`config.mk`:
```
export PLATFORM = sky130hd
export DESIGN_NAME = core_status_reg
export DESIGN_NICKNAME = d
export VERILOG_FILES = /design/src/rtl/core_status_reg.sv
export SDC_FILE = /design/constraint.sdc
export NUM_CORES = 1
export LEC_CHECK = 0
export ABC_AREA = 1
export BUFFER_PORTS_ARGS = -buffer_cell sky130_fd_sc_hd__buf_2
export CAP_MARGIN = 20
export CORE_UTILIZATION = 39
export DETAILED_ROUTE_END_ITERATION = 8
export PLACE_DENSITY = 0.84
export REMOVE_ABC_BUFFERS = 1
export SLEW_MARGIN = 0
export SYNTH_ARGS = -nofsm -noshare
export SYNTH_HDL_FRONTEND = slang
export SYNTH_SLANG_ARGS = --single-unit
```
`constraint.sdc`:
```
create_clock -name I_clock -period 1.1 [get_ports I_clock]
set_input_delay 0 -clock I_clock [delete_from_list [all_inputs] [get_ports I_clock]]
set_output_delay 0 -clock I_clock [all_outputs]
set_load 0.005 [all_outputs]
```
`src/rtl/core_status_reg.sv`:
```
// Q2A03 processor status register (P): holds C/Z/I/D/V/N, applies ALU, flag-op, pull and
// interrupt-entry updates, forms the push byte and tracks the one-instruction-delayed I mask.
module core_status_reg #(
  parameter logic RESET_I        = 1'b1,
  parameter bit   DECIMAL_ENABLE = 1'b0
) (
  input  logic       I_clock,
  input  logic       I_reset,
  input  logic       I_alu_wr,
  input  logic       I_alu_carry,
  input  logic       I_alu_overflow,
  input  logic       I_alu_sign,
  input  logic       I_alu_zero,
  input  logic [2:0] I_flag_op,
  input  logic       I_pull_wr,
  input  logic [7:0] I_pull_data,
  input  logic       I_pull_rti,
  input  logic       I_int_entry,
  input  logic       I_insn_done,
  input  logic       I_push_brk,
  output logic       O_carry,
  output logic       O_overflow,
  output logic       O_sign,
  output logic       O_zero,
  output logic       O_decimal,
  output logic       O_irq_mask,
  output logic       O_irq_mask_eff,
  output logic [7:0] O_push_data
);

  typedef enum logic [2:0] {
    OpNone = 3'd0,
    OpClc  = 3'd1,
    OpSec  = 3'd2,
    OpCli  = 3'd3,
    OpSei  = 3'd4,
    OpClv  = 3'd5,
    OpCld  = 3'd6,
    OpSed  = 3'd7
  } flag_op_e;

  logic c_q, z_q, i_q, d_q, v_q, n_q, eff_q;
  logic c_d, z_d, i_d, d_d, v_d, n_d, eff_d;
  flag_op_e flag_op;

  assign flag_op = flag_op_e'(I_flag_op);

  always_comb begin
    c_d = c_q;
    z_d = z_q;
    i_d = i_q;
    d_d = d_q;
    v_d = v_q;
    n_d = n_q;
    if (I_pull_wr) begin
      n_d = I_pull_data[7];
      v_d = I_pull_data[6];
      d_d = I_pull_data[3];
      i_d = I_pull_data[2];
      z_d = I_pull_data[1];
      c_d = I_pull_data[0];
    end else begin
      // Lowest priority first; later writes override earlier ones on the same bit.
      if (I_alu_wr) begin
        c_d = I_alu_carry;
        v_d = I_alu_overflow;
        n_d = I_alu_sign;
        z_d = I_alu_zero;
      end
      unique case (flag_op)
        OpClc:   c_d = 1'b0;
        OpSec:   c_d = 1'b1;
        OpCli:   i_d = 1'b0;
        OpSei:   i_d = 1'b1;
        OpClv:   v_d = 1'b0;
        OpCld:   d_d = 1'b0;
        OpSed:   d_d = 1'b1;
        default: ;
      endcase
      if (I_int_entry) begin
        i_d = 1'b1;
      end
    end
  end

  // Interrupt entry and RTI change the poll mask at once; otherwise it lags by one boundary.
  always_comb begin
    eff_d = eff_q;
    if (I_int_entry || (I_pull_wr && I_pull_rti)) begin
      eff_d = i_d;
    end else if (I_insn_done) begin
      eff_d = i_q;
    end
  end

  always_ff @(posedge I_clock or posedge I_reset) begin
    if (I_reset) begin
      c_q   <= 1'b0;
      z_q   <= 1'b0;
      i_q   <= RESET_I;
      d_q   <= 1'b0;
      v_q   <= 1'b0;
      n_q   <= 1'b0;
      eff_q <= RESET_I;
    end else begin
      c_q   <= c_d;
      z_q   <= z_d;
      i_q   <= i_d;
      d_q   <= d_d;
      v_q   <= v_d;
      n_q   <= n_d;
      eff_q <= eff_d;
    end
  end

  assign O_carry        = c_q;
  assign O_overflow     = v_q;
  assign O_sign         = n_q;
  assign O_zero         = z_q;
  assign O_decimal      = DECIMAL_ENABLE ? d_q : 1'b0;
  assign O_irq_mask     = i_q;
  assign O_irq_mask_eff = eff_q;
  assign O_push_data    = {n_q, v_q, 1'b1, I_push_brk, d_q, i_q, z_q, c_q};

endmodule

```
* Word-level counts from Yosys, hierarchy flattened *
Cells that the tools add are included.

storage, ports and cells
  register bits = 7
  output and inout bits = 15
  word-level logic and storage cells = 38
  input port bits = 23

cells by class
  equality and inequality tests = 7
  reductions and logical operators = 7
  multiplexer cells = 17

operators with widths
  kind                                                  count
  2-to-1 mux 1 bit                                      14
  equality test 3 bit (second input constant)           4
  equality test 3 x 2 -> 1 bit (second input constant)  2
  case mux 1 bit (2 select lines)                       3
  nonzero test 3 bit                                    2
  nonzero test 2 bit                                    2
  nonzero test 4 bit                                    1
  equality test 3 x 1 -> 1 bit (second input constant)  1
  logical AND 1 bit                                     1
  logical OR 1 bit                                      1

* Longest topological paths before layout *
  word-level depth = 5
  depth in mapped cells = 7

* Worst setup path before layout *
OpenSTA, ideal clock, no wires.

  path kind = register -> register
  from = register i_q, in the netlist O_irq_mask
  to = register eff_q, in the netlist O_irq_mask_eff
  cell stages (with the launch flop) = 7
  clock period less this slack = 881 ps
  buffers on the path = 0
  setup time = 60 ps
  path slack = 219 ps
  arrival = 821 ps
  path through = dfstp_2 inv_1 nand2_1 nand2_1 nand2_1 nand3_1 nand2_1

between the ends
  longest elaborated chain between the ends = 4

ends and longest elaborated chain
  what                             RTL line  RTL
  from (decl)                      42        logic c_q, z_q, i_q, d_q, v_q, n_q, eff_q;
  from (signal assigned)           108       i_q <= i_d;
  case mux 1 bit (2 select lines)  70        unique case (flag_op)
  2-to-1 mux 1 bit                 80        if (I_int_entry) begin
  2-to-1 mux 1 bit                 55        if (I_pull_wr) begin
  2-to-1 mux 1 bit (*)             89        if (I_int_entry || (I_pull_wr && I_pull_rti)) begin
  to (signal assigned)             104       eff_q <= RESET_I;
  to (signal assigned)             112       eff_q <= eff_d;
  to (decl)                        42

Mark *: on every way between the ends. The rest lies on a longest branch, timed or not. The select of a mux whose other input is x is not followed.
A chain may end at the register's enable or synchronous reset.

* Final worst setup path *
Same ends and word-level chain as after synthesis.

==> metrics.txt <==
# TYPE chip_impl_metric gauge
chip_impl_metric{name="post-cts-setup-buffers",unit=""} 0
chip_impl_metric{name="fin_util",unit="%"} 59.8
chip_impl_metric{name="die_area",unit="sq um"} 1510
chip_impl_metric{name="timing.max_cap.violations",unit=""} 0
chip_impl_metric{name="yosys.area_share.simple",unit="%"} 35.7
chip_impl_metric{name="gr-total-overflow",unit=""} 0
chip_impl_info{name="yosys_most_used_dff",value="dfrtp_1"} 1
chip_impl_metric{name="avgViaCountPerCell",unit=""} 4.59
chip_impl_info{name="yosysTopAreaCell",value="dfrtp_1"} 1
chip_impl_metric{name="timing.final.crit_share",unit="%"} 84.2
chip_impl_metric{name="synth.avg_cell_area",unit="sq um"} 7.15
chip_impl_metric{name="final_routed_wirelength",unit="mm"} 1.13
chip_impl_metric{name="gpl.final_weighted_congestion",unit=""} 0.684
chip_impl_metric{name="placedCellCount",unit=""} 109
chip_impl_metric{name="highest_ir_drop_seen_on_vdd",unit="uV"} 675
chip_impl_metric{name="critical_path_arrival",unit="ns"} 1.12
chip_impl_metric{name="fmax",unit="GHz"} 1.08
chip_impl_info{name="tritoncts",value="done"} 1
chip_impl_metric{name="io_buffer_count",unit=""} 31
chip_impl_metric{name="post_synth_xor_area_fraction",unit="%"} 0
chip_impl_metric{name="clock_skew",unit="ns"} 0.0000452
chip_impl_metric{name="hpwlAfterDp",unit="um"} 827
chip_impl_metric{name="floorplan.die.width",unit="um"} 38.8
chip_impl_metric{name="crit_required",unit="ns"} 1.29
chip_impl_metric{name="count_of_standard_cell_rows",unit=""} 12
chip_impl_metric{name="ant_nets",unit=""} 0
chip_impl_metric{name="grt_first_pass_wirelength",unit="mm"} 1.68
chip_impl_metric{name="final_net_count",unit=""} 129
chip_impl_metric{name="antenna-diode-count",unit=""} 0
chip_impl_metric{name="synth.distinct_cells",unit=""} 18
chip_impl_metric{name="yosys.area.top_type_share",unit="%"} 23.6
chip_impl_metric{name="num-fill-cells",unit=""} 106
chip_impl_metric{name="total_setup_violations_reported_at_the_end_of_the_flow",unit=""} 0
chip_impl_metric{name="grt_pass1_vias",unit=""} 427
chip_impl_metric{name="post_synth_instance_area",unit="sq um"} 529
chip_impl_info{name="synth_top_family_by_area",value="simple AND/OR/NAND/NOR gates"} 1
chip_impl_info{name="crit_path_end_kind",value="register"} 1
chip_impl_metric{name="detail_route.drc_violations",unit=""} 0
chip_impl_metric{name="seq_cell_area",unit="sq um"} 178
chip_impl_metric{name="synth_compound_gate_area_share",unit="%"} 4.96
chip_impl_metric{name="vias",unit=""} 546
chip_impl_metric{name="period_needed",unit="ns"} 0.926
chip_impl_metric{name="clkSinkCount",unit=""} 7
chip_impl_info{name="run_status",value="completed"} 1
chip_impl_info{name="cts_root_buffer",value="clkbuf_4"} 1
chip_impl_metric{name="fp.dieH",unit="um"} 38.8
chip_impl_info{name="cell_with_the_most_instances_after_synthesis",value="nand2_1"} 1
chip_impl_metric{name="final_cell_area",unit="sq um"} 709
chip_impl_metric{name="maxSlewViolCount",unit=""} 0
chip_impl_metric{name="cts.path.max_buffers",unit=""} 2
chip_impl_metric{name="avgRoutedWirePerCell",unit="um"} 9.51
chip_impl_metric{name="clkLatencyLatePin",unit="ns"} 0.25
chip_impl_metric{name="number_of_antenna_violations_at_the_first_check_in_global_routing",unit=""} 0
chip_impl_metric{name="grt_start_max_net_pins",unit=""} 9
chip_impl_metric{name="pwr_density_cell",unit="nW/um^2"} 1050
chip_impl_metric{name="track_usage",unit="%"} 17.4
chip_impl_metric{name="design.core.area",unit="sq um"} 1190
chip_impl_metric{name="timing_hold_violations_final",unit=""} 0
chip_impl_metric{name="critPathMaxFanout",unit=""} 4
chip_impl_info{name="grt_setup_unrepaired",value="false"} 1
chip_impl_metric{name="post_synth_inst_count",unit=""} 74
chip_impl_metric{name="syn_to_final_growth",unit="%"} 34.0
chip_impl_info{name="path_class",value="register to register"} 1
chip_impl_metric{name="drt_first_pass_iters",unit=""} 3
chip_impl_metric{name="count_of_flip_flops_with_a_built_in_enable_after_synthesis",unit=""} 0
chip_impl_metric{name="muxShareOfSynthArea",unit="%"} 2.13
chip_impl_metric{name="synth.yosys.seq_area_share",unit="%"} 33.6
chip_impl_info{name="netlist_top_cells_count",value="nand2_1, nand3_1, buf_4"} 1
chip_impl_metric{name="ys_warn_count",unit=""} 0
chip_impl_metric{name="hold_ws",unit="ns"} 0.00000659
chip_impl_metric{name="clock_tree.htree_level_count",unit=""} 1
chip_impl_info{name="critPathLaunchType",value="register"} 1
chip_impl_metric{name="ys_ff_latch",unit=""} 7
chip_impl_metric{name="post_route_cells_drive_above_1_share",unit="%"} 39.0
chip_impl_metric{name="pin_count",unit=""} 38
chip_impl_metric{name="synth-adder-area-share",unit="%"} 0
chip_impl_metric{name="leakagePower",unit="nW"} 0.406
chip_impl_metric{name="dpl_cell_area",unit="sq um"} 623
chip_impl_info{name="worstHoldPathType",value="primary input to output pin"} 1
chip_impl_metric{name="final_cell_count_no_fill",unit=""} 119
chip_impl_metric{name="first_iter_violations",unit=""} 11
chip_impl_metric{name="clkSlewWorstSetupHoldPaths",unit="ns"} 0.05
chip_impl_metric{name="post_route_setup_tns",unit="ns"} 0
chip_impl_metric{name="multi_input_comb_area",unit="sq um"} 234
chip_impl_metric{name="async_flop_share",unit="%"} 100
chip_impl_metric{name="floorplan.initialDensity",unit="%"} 44.6
chip_impl_info{name="synthTopCellsByArea",value="dfrtp_1, nand2_1, buf_4"} 1
chip_impl_metric{name="cts_buffers",unit=""} 3
worst paths after layout:
check                            from             end  slack (ns)  cells after the start
min                        I_push_brk  O_push_data[4]    0.000007                      0
max reg2reg                O_irq_mask  O_irq_mask_eff        0.17                      6
max in group asynchronous     I_reset  O_irq_mask_eff        0.62                      3
min in group asynchronous     I_reset         O_carry        0.22                      3
max                        O_irq_mask  O_irq_mask_eff        0.17                      6
min reg2reg                    O_sign          O_sign        0.50                      2
layer usage:
| layer | GRT usage (%) | vias up | wire, um |
|---|---|---|---|
| met3 | 2.31 | 5 | 60 |
| met2 | 28.3 | 22 | 584 |
| met1 | 19.5 | 235 | 455 |
| met4 | 15.5 | 0 | 33 |
| li1 | - | 284 | - |
| met5 | 0 | - | 0 |
flip-flops by register name, summed over array words and instances (netlist names):
| register | count |
|---|---|
| O_irq_mask_eff | 1 |
| O_overflow | 1 |
| d_q | 1 |
| O_sign | 1 |
| O_irq_mask | 1 |
| O_carry | 1 |
| O_zero | 1 |
cells by family after synthesis:
kind of cell | after synthesis
and+or+nand+nor | 40
buffers and inverters | 19
DFF | 7
AOI/OAI and AO/OA | 5
other | 2
muxes | 1
worst max-delay path, cell delays in order, from the launching register on:
cell and delay, ns:
dfstp_2 0.54, inv_1 0.04, nand2_1 0.05, nand2_1 0.06, nand2_1 0.06, nand3_1 0.06, nand2_1 0.06
power breakdown:
| part | internal (W) | total, W | switching [W] |
|---|---|---|---|
| clock network | 0.000138 | 0.000233 | 0.0000944 |
| registers | 0.000290 | 0.000306 | 0.0000161 |
| logic | 0.000103 | 0.000204 | 0.000101 |
metrics by stage:
step / power [W] / worst slack [ns]
finish: 0.000743 / 0.174
global placement: 0.000491 / 0.209
detailed placement: 0.000498 / 0.177
floorplan: 0.000395 / 0.207
CTS: 0.000748 / 0.174
global route: 0.000799 / 0.107
layout by cell type, fill, tap and decap left out:
cell type and instances:
buf_2 31, nand2_1 22, nand3_1 11, inv_1 7
dlygate4sd3_1 6, dfrtp_1 5, nor2_1 4, clkbuf_4 3
dfstp_2 2, a21oi_1 2, o21ai_0 2, conb_1 2
nor2_8 1, inv_6 1, mux2_2 1, inv_2 1
a31oi_1 1, nand3_2 1, or2_0 1, clkbuf_1 1
area by class of cell:
class                           instances  area share [%]
Tap cell                               14            2.47
Multi-Input combinational cell         48            33.0
Inverter                                9            5.47
Sequential cell                         7            25.0
Timing Repair Buffer                   37            30.3
Clock buffer                            4            3.70
what timing repair did:
item	4_1_cts	5_1_grt
endpoints found under the hold margin	11	0
setup endpoints to repair	0	0
resized for setup	0	0
hold buffers	6	0
Note: power is estimated with default switching activity, not from simulation.
